<file path="config.mk">
export PLATFORM = sky130hd
export DESIGN_NAME = line_burst_adaptor
export DESIGN_NICKNAME = d
export VERILOG_FILES = /design/src/rtl/lba_pkg.sv /design/src/rtl/lba_line_buffer.sv /design/src/rtl/line_burst_adaptor.sv
export SDC_FILE = /design/constraint.sdc
export NUM_CORES = 1
export LEC_CHECK = 0
export ABC_CLOCK_PERIOD_IN_PS = 4300
export CAP_MARGIN = 10
export CORE_AREA = 2 2 279 281
export DETAILED_ROUTE_END_ITERATION = 12
export DIE_AREA = 0 0 281 283
export PLACE_DENSITY = 0.43
export SYNTH_ARGS = -nofsm -noshare
export SYNTH_HDL_FRONTEND = slang
export SYNTH_SLANG_ARGS = --single-unit
</file>
<file path="constraint.sdc">
create_clock -name clk -period 4.3 [get_ports clk]
set_input_delay 1.29 -clock clk [delete_from_list [all_inputs] [get_ports clk]]
set_output_delay 1.29 -clock clk [all_outputs]
set_load 0.05 [all_outputs]
</file>
<file path="src/rtl/lba_pkg.sv">
// Shared types and constants for the line/burst adaptor.
// Optional performance counters are enabled with LINE_BURST_ADAPTOR_PERF_EN.
package lba_pkg;

  localparam int LINE_BITS     = 256;
  localparam int BEAT_BITS     = 64;
  localparam int BEATS         = 4;
  localparam int OFFSET_BITS   = 5;
  localparam int BEAT_IDX_BITS = 2;

  typedef enum logic [1:0] {
    IDLE        = 2'd0,
    READ_BURST  = 2'd1,
    WRITE_BURST = 2'd2,
    DONE        = 2'd3
  } lba_state_t;

  typedef logic [LINE_BITS-1:0]     line_t;
  typedef logic [BEAT_BITS-1:0]     beat_t;
  typedef logic [BEAT_IDX_BITS-1:0] beat_idx_t;

  function automatic logic is_last_beat(input beat_idx_t idx);
    return idx == BEAT_IDX_BITS'(BEATS - 1);
  endfunction

  function automatic logic [31:0] sat_inc(input logic [31:0] v);
    return (v == 32'hFFFF_FFFF) ? v : v + 32'd1;
  endfunction

endpackage

</file>
<file path="src/rtl/lba_line_buffer.sv">
// One cache line of storage: full-line load, per-beat write and per-beat read mux.
// Holds the write line while it is split and the read line while it is assembled.
module lba_line_buffer #(
  parameter int LINE_WIDTH = 256,
  parameter int BEAT_WIDTH = 64,
  parameter int IDX_BITS   = 2
) (
  input  logic                  clk,
  input  logic                  rst,
  input  logic                  load,
  input  logic [LINE_WIDTH-1:0] load_data,
  input  logic                  beat_we,
  input  logic [IDX_BITS-1:0]   beat_widx,
  input  logic [BEAT_WIDTH-1:0] beat_wdata,
  input  logic [IDX_BITS-1:0]   beat_ridx,
  output logic [BEAT_WIDTH-1:0] beat_rdata,
  output logic [LINE_WIDTH-1:0] line
);

  logic [LINE_WIDTH-1:0] data_q;

  always_ff @(posedge clk) begin
    if (rst) begin
      data_q <= '0;
    end else if (load) begin
      data_q <= load_data;
    end else if (beat_we) begin
      data_q[beat_widx*BEAT_WIDTH +: BEAT_WIDTH] <= beat_wdata;
    end
  end

  assign beat_rdata = data_q[beat_ridx*BEAT_WIDTH +: BEAT_WIDTH];
  assign line       = data_q;

endmodule

</file>
<file path="src/rtl/line_burst_adaptor.sv">
// Serves cache line read/write requests as 4-beat bursts on the memory port.
// Define LINE_BURST_ADAPTOR_PERF_EN to add saturating read/write/abandon counters.
module line_burst_adaptor
  import lba_pkg::*;
#(
  parameter int LINE_WIDTH = 256,
  parameter int BEAT_WIDTH = 64,
  parameter int ADDR_WIDTH = 32
) (
  input  logic                  clk,
  input  logic                  rst,
  input  logic                  line_read,
  input  logic                  line_write,
  input  logic [ADDR_WIDTH-1:0] line_addr,
  input  logic [LINE_WIDTH-1:0] line_wdata,
  output logic [LINE_WIDTH-1:0] line_rdata,
  output logic                  line_resp,
  output logic [ADDR_WIDTH-1:0] burst_addr,
  output logic                  burst_read,
  output logic                  burst_write,
  output logic [BEAT_WIDTH-1:0] burst_wdata,
  input  logic [BEAT_WIDTH-1:0] burst_rdata,
  input  logic                  burst_resp,
`ifdef LINE_BURST_ADAPTOR_PERF_EN
  output logic [31:0]           perf_reads,
  output logic [31:0]           perf_writes,
  output logic [31:0]           perf_abandoned,
`endif
  output logic [1:0]            state
);

  // Handshake: line_read/line_write are held by the requester until the cycle
  // line_resp is high; a memory beat transfers on every edge with burst_resp=1
  // while burst_read or burst_write is high, and is never aborted once started.

  lba_state_t              state_q, state_d;
  beat_idx_t               beat_cnt;
  logic                    op_write;
  logic [ADDR_WIDTH-1:0]   req_line_addr;
  logic                    req_match;
  logic                    last_beat;
  logic                    buf_load, buf_we;
  logic [BEAT_WIDTH-1:0]   buf_beat;

  assign req_line_addr = {line_addr[ADDR_WIDTH-1:OFFSET_BITS], {OFFSET_BITS{1'b0}}};
  assign last_beat     = is_last_beat(beat_cnt);

  // A read request only matches while no write is asserted, since write would win.
  assign req_match = (req_line_addr == burst_addr) &&
                     (op_write ? line_write : (line_read && !line_write));

  assign state = state_q;

  always_ff @(posedge clk) begin
    if (rst) state_q <= IDLE;
    else     state_q <= state_d;
  end

  always_comb begin
    state_d = state_q;
    case (state_q)
      IDLE: begin
        if (line_write)     state_d = WRITE_BURST;
        else if (line_read) state_d = READ_BURST;
      end
      READ_BURST, WRITE_BURST: begin
        if (burst_resp && last_beat) state_d = DONE;
      end
      DONE:    state_d = IDLE;
      default: state_d = IDLE;
    endcase
  end

  always_comb begin
    line_resp   = 1'b0;
    burst_wdata = '0;
    buf_load    = 1'b0;
    buf_we      = 1'b0;
    case (state_q)
      IDLE:        buf_load    = line_write;
      READ_BURST:  buf_we      = burst_resp;
      WRITE_BURST: burst_wdata = buf_beat;
      DONE:        line_resp   = req_match;
      default: ;
    endcase
  end

  // Burst requests are registered from the next state so they cover exactly the burst states.
  always_ff @(posedge clk) begin
    if (rst) begin
      beat_cnt    <= '0;
      op_write    <= 1'b0;
      burst_addr  <= '0;
      burst_read  <= 1'b0;
      burst_write <= 1'b0;
    end else begin
      burst_read  <= (state_d == READ_BURST);
      burst_write <= (state_d == WRITE_BURST);
      if (state_q == IDLE) begin
        beat_cnt <= '0;
        if (line_write || line_read) begin
          op_write   <= line_write;
          burst_addr <= req_line_addr;
        end
      end else if ((state_q == READ_BURST || state_q == WRITE_BURST) && burst_resp) begin
        beat_cnt <= last_beat ? '0 : beat_cnt + 1'b1;
      end
    end
  end

  lba_line_buffer #(
    .LINE_WIDTH (LINE_WIDTH),
    .BEAT_WIDTH (BEAT_WIDTH),
    .IDX_BITS   (BEAT_IDX_BITS)
  ) u_line_buffer (
    .clk        (clk),
    .rst        (rst),
    .load       (buf_load),
    .load_data  (line_wdata),
    .beat_we    (buf_we),
    .beat_widx  (beat_cnt),
    .beat_wdata (burst_rdata),
    .beat_ridx  (beat_cnt),
    .beat_rdata (buf_beat),
    .line       (line_rdata)
  );

`ifdef LINE_BURST_ADAPTOR_PERF_EN
  always_ff @(posedge clk) begin
    if (rst) begin
      perf_reads     <= '0;
      perf_writes    <= '0;
      perf_abandoned <= '0;
    end else if (state_q == DONE) begin
      if (!line_resp)    perf_abandoned <= sat_inc(perf_abandoned);
      else if (op_write) perf_writes    <= sat_inc(perf_writes);
      else               perf_reads     <= sat_inc(perf_reads);
    end
  end
`endif

endmodule

</file>
==> results of run 1 <==
synth_stat cells (all sizes together), types with 2 or more instances:
master and number:
a21oi 286, a22oi 256, a31oi 4, and2 66
buf 66, clkbuf 78, dfxtp 290, ha 11
inv 4, mux2i 2, mux4 64, nand2 315
nand2b 2, nand4 5, nand4bb 2, nor2 3
nor2b 3, nor3 6, nor4 3, o21ai 2
xnor2 23, xor2 4
through the flow:
step	instance area (µm²)	std cells	TNS [ns]	setup WS [ns]
after floorplan	14200	1509	0	0.116
after global placement	22400	3158	-0.230	-0.230
after detailed placement	22400	3158	-0.224	-0.224
after CTS	23700	3227	-0.0680	-0.0680
after global routing	23800	3240	0	0.00302
final	23800	3241	0	0.115
area by class of cell:
| cell class | count | area (µm²) |
|---|---|---|
| repair buffers | 756 | 7620 |
| well taps | 1040 | 1300 |
| clock buffers | 62 | 1160 |
| inverters | 4 | 15.0 |
| diodes | 14 | 35.0 |
| fillers | 8031 | 52900 |
| clock inverters | 4 | 47.5 |
| multi-input cells | 1071 | 7760 |
| flip-flops and latches | 290 | 5810 |
worst max-delay path, delay by kind of cell:
family                    cells  cell delay (ns)
buffers and inverters         3             0.56
xor gates and xnor gates      1             0.13
and+or+nand+nor               3             0.92
state kept, by name, summed over array words and instances (netlist names):
name	count
beat_cnt	2
state	2
burst_addr	27
burst_read	1
op_write	1
burst_write	1
u_line_buffer.line	256
where the power goes:
part | switching [µW] | internal [µW]
combinational | 2010 | 1160
sequential | 249 | 2940
clock | 1300 | 1900
total | 3560 | 6000
worst max path at each step:
| stage | startpoint | endpoint | slack [ns] | cells after the start |
|---|---|---|---|---|
| after detailed placement | line_addr[22] | line_resp | -0.22 | 7 |
| after global placement | line_addr[22] | line_resp | -0.23 | 7 |
| after CTS | line_addr[30] | line_resp | -0.07 | 7 |
| after floorplan | line_addr[11] | line_resp | 0.12 | 4 |
| final | line_addr[29] | line_resp | 0.11 | 7 |
| after global routing | line_addr[19] | line_resp | 0.003 | 8 |
logic make-up after synthesis:
kind of cell | synth area share (%)
DFF | 40.9
xor gates and xnor gates | 1.66
muxes | 10.3
other | 0.0264
AOI/OAI and AO/OA | 28.0
buffers and inverters | 5.43
and+or+nand+nor | 12.8
adders and majority gates | 0.969
repair_timing:
| action | in CTS | in global routing |
|---|---|---|
| endpoints found under the setup margin | 29 | 1 |
| pin swaps | 2 | 7 |
| resized for setup | 11 | 15 |
| setup buffers | 3 | 0 |
layer usage:
| layer | global-route usage, % | part of all wire [%] | up-vias |
|---|---|---|---|
| met5 | 0 | 0.096 | - |
| met4 | 6.50 | 2.7 | 12 |
| met3 | 4.89 | 7.8 | 123 |
| met2 | 32.7 | 50 | 662 |
| met1 | 22.9 | 40 | 7495 |
| li1 | - | - | 6821 |
==> results summary, run 1 <==
The number of global-route vias before repair is about 16,000. During synthesis, Yosys emitted a total of 0 warnings. The end of the worst register-to-register path is u_line_buffer.line[35]. The worst-path maximum fanout came out at 2.

Dividing total power by cell area gives a power density of 402 nW/µm². The final layout contains roughly 2,500 nets. The final layout contains routed wiring with a total length of around 80,000 µm. In the layout the commonest cells are sky130_fd_sc_hd__clkdlybuf4s50_1, sky130_fd_sc_hd__nand2_1, sky130_fd_sc_hd__dfxtp_1, sky130_fd_sc_hd__a21oi_1, sky130_fd_sc_hd__a22oi_1. Among all stages on the critical path, the largest delay is contributed by sky130_fd_sc_hd__or4_4.

STA classifies the critical path endpoint as a primary output. The number of nets still failing antenna checks after routing is 0. Dividing the detail-routed via count by the number of cells gives approximately 4.7. The startpoint identified for the worst register-to-register timing path is beat_cnt[0]. The number of cells on the worst reg-to-reg path is 8. Setup repair after global routing left no endpoint under its margin. The first global-routing pass estimated 113,000 µm of wire. The type of element launching the critical path is a primary input. For this run, the detailed router's first-pass iteration total came to 5. Walking the worst path, the cells encountered are dlygate4sd2_1 > xnor2_1 > nand4_1 > or4_4 > nor4_4 > buf_4 > buf_12. Sequential elements use 40.9% of the synthesized area. The setup skew after layout came out at 0.0108 ns. From synthesis to final layout, the design area changed by 67.3%. The final count of pins violating max slew came out at 0.

The achievable frequency came out at 239 MHz. Pin placement for this block handled 714 I/O pins. The number of synthesized flops with an enable pin came out at 0.

The starting DRC count in detailed routing came out at 930. The hold violation count in the final report came out at 0. A synthesized cell averages 9.44 µm². The gate count of the mapped netlist is 1,505.

Clock tree synthesis selected as its root buffer the cell sky130_fd_sc_hd__clkbuf_16. The minimum hold slack came out at approximately 0.48 ns. The number of maximum-capacitance constraint violations came out at 0. The mapped netlist covers ~14,000 µm². In this design, the stage delay of the slowest critical-path cell is 0.54 ns. The post-detailed-route DRC marker count is 0.

The via count of the routed design came out at 15,100. At the end of routability-driven placement, the weighted congestion stood at 0.860. Measured along the x axis, the die boundary spans 281 µm.

The initial antenna violation count came out at 20. The effective utilization at floorplan is 18.5%. Entering global routing, the biggest net connects ~130 pins. The arrival time reported for the critical path endpoint is between 2 and 3 ns. The share of final-layout standard cells stronger than drive strength 1 is 14.4%. The synthesized netlist contains 42 unique library cells.

For the finished layout, the period the worst path requires is 4.19 ns. The min-delay analysis places its worst path in the category flop to flop. The path with the worst hold slack has its endpoint at burst_addr[24]. The hold buffer count at CTS is 0. The TritonCTS clock tree is yes. The number of buffer cells added on primary ports came out at 703. The maximum root-to-sink buffer count is 3. The later pin in the worst-skew pair is clocked with a latency of 0.55 ns. In this run the most critical hold path is launched from burst_addr[24]. In this run the tightest slew margin relative to its limit is 31.7%. The clock drives 290 sinks. The analysis attributes to cell leakage a power of roughly 0.008 µW. Buffers inserted during clock tree synthesis total 40.

In this run the biggest area consumer among cell types represents 40.9% of the synthesized area. The number of rows in the core area came out at 102. The worst endpoint required time is 3.01 ns.

The proportion of register bits with asynchronous set or reset after synthesis came out at 0%. The share of the cycle needed by the critical path after routing came out at 97.3%. The setup slack on the worst flop-to-flop path came out at 1.63 ns. Clock-pin slew was measured on the worst setup and hold paths at 0.05 ns. The global-route total usage across every layer came out at 19.1%. The count of cells along the worst hold path is 2. The completed layout was analyzed and its total power is 9560 µW. The detailed-placement wirelength estimate came out at 55,400 µm. The synthesized design spends more area on one cell type than any other, namely sky130_fd_sc_hd__dfxtp_1. The flip-flop and latch count after synthesis is slightly below 300. The most frequent standard cell in the layout excluding fill and tap cells is sky130_fd_sc_hd__clkdlybuf4s50_1. The final number of setup-violating endpoints came out at 0. The overall die area is approximately 80,000 µm². The final global-route overflow total is 0. The slew at the pin closest to its max-slew limit is about 1.0 ns. The core outline area is 76,700 µm².

The worst voltage drop across the vdd grid is 0.251 mV. The run finished with clean final reports. The maximum level of the CTS H-tree came out at 2.

The vertical die dimension came out at roughly 280 µm. Among all flip-flop cells after synthesis, the most frequent one is sky130_fd_sc_hd__dfxtp_1. The routed length per instance came out at 24.4 µm. Cells fill a little over 30% of the core in the end. Sorting the synthesized cells by area gives the leading types as sky130_fd_sc_hd__dfxtp_1, sky130_fd_sc_hd__a22oi_1, sky130_fd_sc_hd__mux4_2. The critical path is of the primary input to primary output type.
Power figures use the tool's default switching activity.
==> inputs of run 2 (changes only) <==
Settings changed: GPL_ROUTABILITY_DRIVEN set to 0.
==> results of run 2 <==
No change in the layout: final DEF, timing and power equal those of run 1.
==> inputs of run 3 (changes only) <==
Settings changed: CTS_CLUSTER_SIZE set to 12, TNS_END_PERCENT set to 10.
==> run 3 against run 2 <==
Cell area about the same. Final cell count did not move. Critical path depth did not move. Worst hold slack barely moved. Clock-buffer cell count unchanged. Combinational power about the same. Die area is the same. Clock power decreased by 2%. Clock skew up 0.0043 ns. Largest power group is now registers. Highest routed layer unchanged.
==> results summary, run 3 (synthesis gave the netlist of run 1 again) <==
The run finished with clean final reports. The detailed-placement wirelength estimate is 55,400 µm (unchanged). The routed length per instance came out at 24.4 µm (about the same). The final number of setup-violating endpoints came out at 0 (unchanged). The slew at the pin closest to its max-slew limit is 1.01 ns (-0.0135 ns). The maximum level of the CTS H-tree is 2 (unchanged). The die width came out at 281 µm (unchanged). Leaving out fill and tap cells, the most frequent cell in the layout is sky130_fd_sc_hd__clkdlybuf4s50_1.

Setup repair after global routing left no endpoint under its margin. The final global-route overflow total is 0 (unchanged). The time the worst path needs with I/O delays and setup is 4.18 ns (-0.00370 ns). The overall die area is 79,500 µm² (unchanged). The endpoint identified for the worst register-to-register timing path is u_line_buffer.line[35]. The remaining max-slew budget at the tightest pin came out at 32.6% (+0.90 points). The number of buffer cells added on primary ports is 703 (unchanged). The launching point of the worst reg2reg path is beat_cnt[0]. The routed via count divided by cell count came to 4.66 (-0.14%). The global-route total usage across every layer is 19.1% (+0.023 points). The largest incremental delay on the critical path came to 0.54 ns (about the same).

The initial antenna violation count came out at 20 (unchanged). The achievable frequency is 239 MHz (about the same). The worst-path maximum fanout is 2 (unchanged). By startpoint and endpoint, the worst setup path is classified as primary input to primary output. The type of the most critical hold path is flop to flop. The layout filler cell count is 8,028 (-0.037%). The core outline area is 76,700 µm² (unchanged).

The count of cells along the worst hold path came to 2 (unchanged). The number of cells on the worst reg-to-reg path was 8 (unchanged). The overall routed net length came to 79,200 µm (about the same). The signed area change from the synthesized netlist to the final layout came out at 67.2% (about the same). The share of final-layout standard cells stronger than drive strength 1 came out at 14.4% (+0.046 points). Clock tree synthesis selected as its root buffer the cell sky130_fd_sc_hd__clkbuf_16. The signal on the critical path passes through dlygate4sd2_1 > xnor2_1 > nand4_1 > or4_4 > nor4_4 > buf_4 > buf_12. The post-detailed-route DRC marker count came out at 0 (unchanged). The type of element launching the critical path is a primary input. The share of the cycle needed by the critical path after routing is 97.2% (about the same). The flip-flop count of the largest register after layout is 256 (unchanged). The leakage component of the power came out at 0.00799 µW (about the same). The hold violation count in the final report was 0 (unchanged). The number of global-route vias before repair was 15,700 (+0.038%). The number of rows in the core area is 102 (unchanged). The count of nets after finishing came out at 2,531 (unchanged). The worst hold path begins at burst_addr[24]. The setup skew after layout is 0.0151 ns (+0.00433 ns). The number of maximum-capacitance constraint violations came out at 0 (unchanged). The worst setup path is captured at a primary output. The effective utilization at floorplan was 18.5% (unchanged). The areal power density over the cells is 400 nW/µm² (-0.56%). The worst voltage drop across the vdd grid was 0.250 mV (-0.20%). The clock latency reported for the late side of the worst-skew pair came out at 0.55 ns (about the same). On the critical path the largest part of the delay comes from simple AND/OR/NAND/NOR gates. The final count of pins violating max slew was 0 (unchanged). The number of buffers and inverters on the critical path is 3 (unchanged). The pin count of the biggest net entering global routing came to 133 (unchanged). The number of nets still failing antenna checks after routing is 0 (unchanged). The via count of the routed design is 15,100 (-0.14%). The starting DRC count in detailed routing came out at 961 (+3.3%). The global-route wire length before repair came out at 113,000 µm (about the same).

TritonCTS built the clock tree. The largest individual stage delay along the critical path comes from the cell sky130_fd_sc_hd__or4_4. The number of buffers created by CTS is 40 (unchanged). The worst hold path terminates at burst_addr[24]. The vertical die dimension came out at 283 µm (unchanged). The arrival time reported for the critical path endpoint came to 2.89 ns (about the same). The sum of negative setup slack is 0 ns (unchanged). The pre-CTS worst setup slack came to -0.224 ns (unchanged). The first-pass detailed-route iteration total was 5 (unchanged). The worst endpoint required time came out at 3.01 ns (about the same).

The top cell types in the final layout, fill and taps aside, are sky130_fd_sc_hd__clkdlybuf4s50_1, sky130_fd_sc_hd__nand2_1, sky130_fd_sc_hd__dfxtp_1, sky130_fd_sc_hd__a21oi_1, sky130_fd_sc_hd__a22oi_1. The instance area at placement came out at 22,400 µm² (unchanged). The total number of clock tree sinks is 290 (unchanged).

The maximum root-to-sink buffer count came to 3 (unchanged). The post-CTS clock slew at the launch and capture registers of the worst setup and hold paths came out at 0.05 ns (about the same). The post-layout worst setup margin is 0.119 ns (+0.00370 ns).

The minimum hold slack came to 0.479 ns (-0.0000300 ns). The final non-filler cell area is 23,800 µm² (about the same). The number of placed I/O pins came to 714 (unchanged). The overall power consumption came out at 9500 µW (-0.57%). The setup slack on the worst flop-to-flop path is 1.63 ns (about the same).
run 3: worst max path at each step:
stage,from,end,slack [ns],depth (start not counted)
2_1_floorplan,line_addr[11],line_resp,0.12,4
3_3_place_gp,line_addr[22],line_resp,-0.23,7
3_5_place_dp,line_addr[22],line_resp,-0.22,7
4_1_cts,line_addr[30],line_resp,-0.07,7
5_1_grt,line_addr[19],line_resp,0.003,8
6_report,line_addr[26],line_resp,0.12,7
run 3: power breakdown:
group | internal, µW | switching (µW)
logic | 1160 | 2000
clock network | 1860 | 1290
registers | 2940 | 249
total | 5960 | 3540
run 3: metrics by stage:
stage,utilization (%),cells
CTS,30.9,3227
global route,31.0,3240
finish,31.0,3241
detailed placement,29.2,3158
floorplan,-,1509
global placement,29.2,3158
run 3: worst register-to-register path, cell delays in order (launching register included):
cell	delay, ns
sky130_fd_sc_hd__dfxtp_4	0.43
sky130_fd_sc_hd__buf_4	0.27
sky130_fd_sc_hd__inv_1	0.12
sky130_fd_sc_hd__ha_1	0.39
sky130_fd_sc_hd__nand4bb_1	0.26
sky130_fd_sc_hd__nor3_4	0.20
sky130_fd_sc_hd__buf_4	0.53
sky130_fd_sc_hd__a22oi_1	0.22
sky130_fd_sc_hd__a21oi_1	0.18
run 3: layout make-up:
class	count	area (µm²)	area share, %
Multi-Input combinational cell	1071	7760	32.7
Timing Repair Buffer	756	7630	32.1
Sequential cell	290	5810	24.5
Tap cell	1040	1300	5.48
Clock buffer	62	1170	4.94
Antenna cell	14	35.0	0.147
Clock inverter	4	22.5	0.0948
Inverter	4	15.0	0.0632
run 3: layer usage:
layer / wire [µm] / track usage [%] / vias to the layer above / part of all wire (%)
li1: - / - / 6822 / -
met1: 31600 / 22.9 / 7498 / 40
met2: 39300 / 32.8 / 643 / 50
met3: 6110 / 4.83 / 117 / 7.7
met4: 2140 / 6.51 / 12 / 2.7
met5: 77 / 0 / - / 0.097
run 3: repair_timing:
action | 4_1_cts | 5_1_grt
pin swaps | 2 | 7
cloned | 0 | 0
hold buffers | 0 | 0
endpoints found under the setup margin | 29 | 1
buffers inserted | 3 | 0
resized for setup | 11 | 15
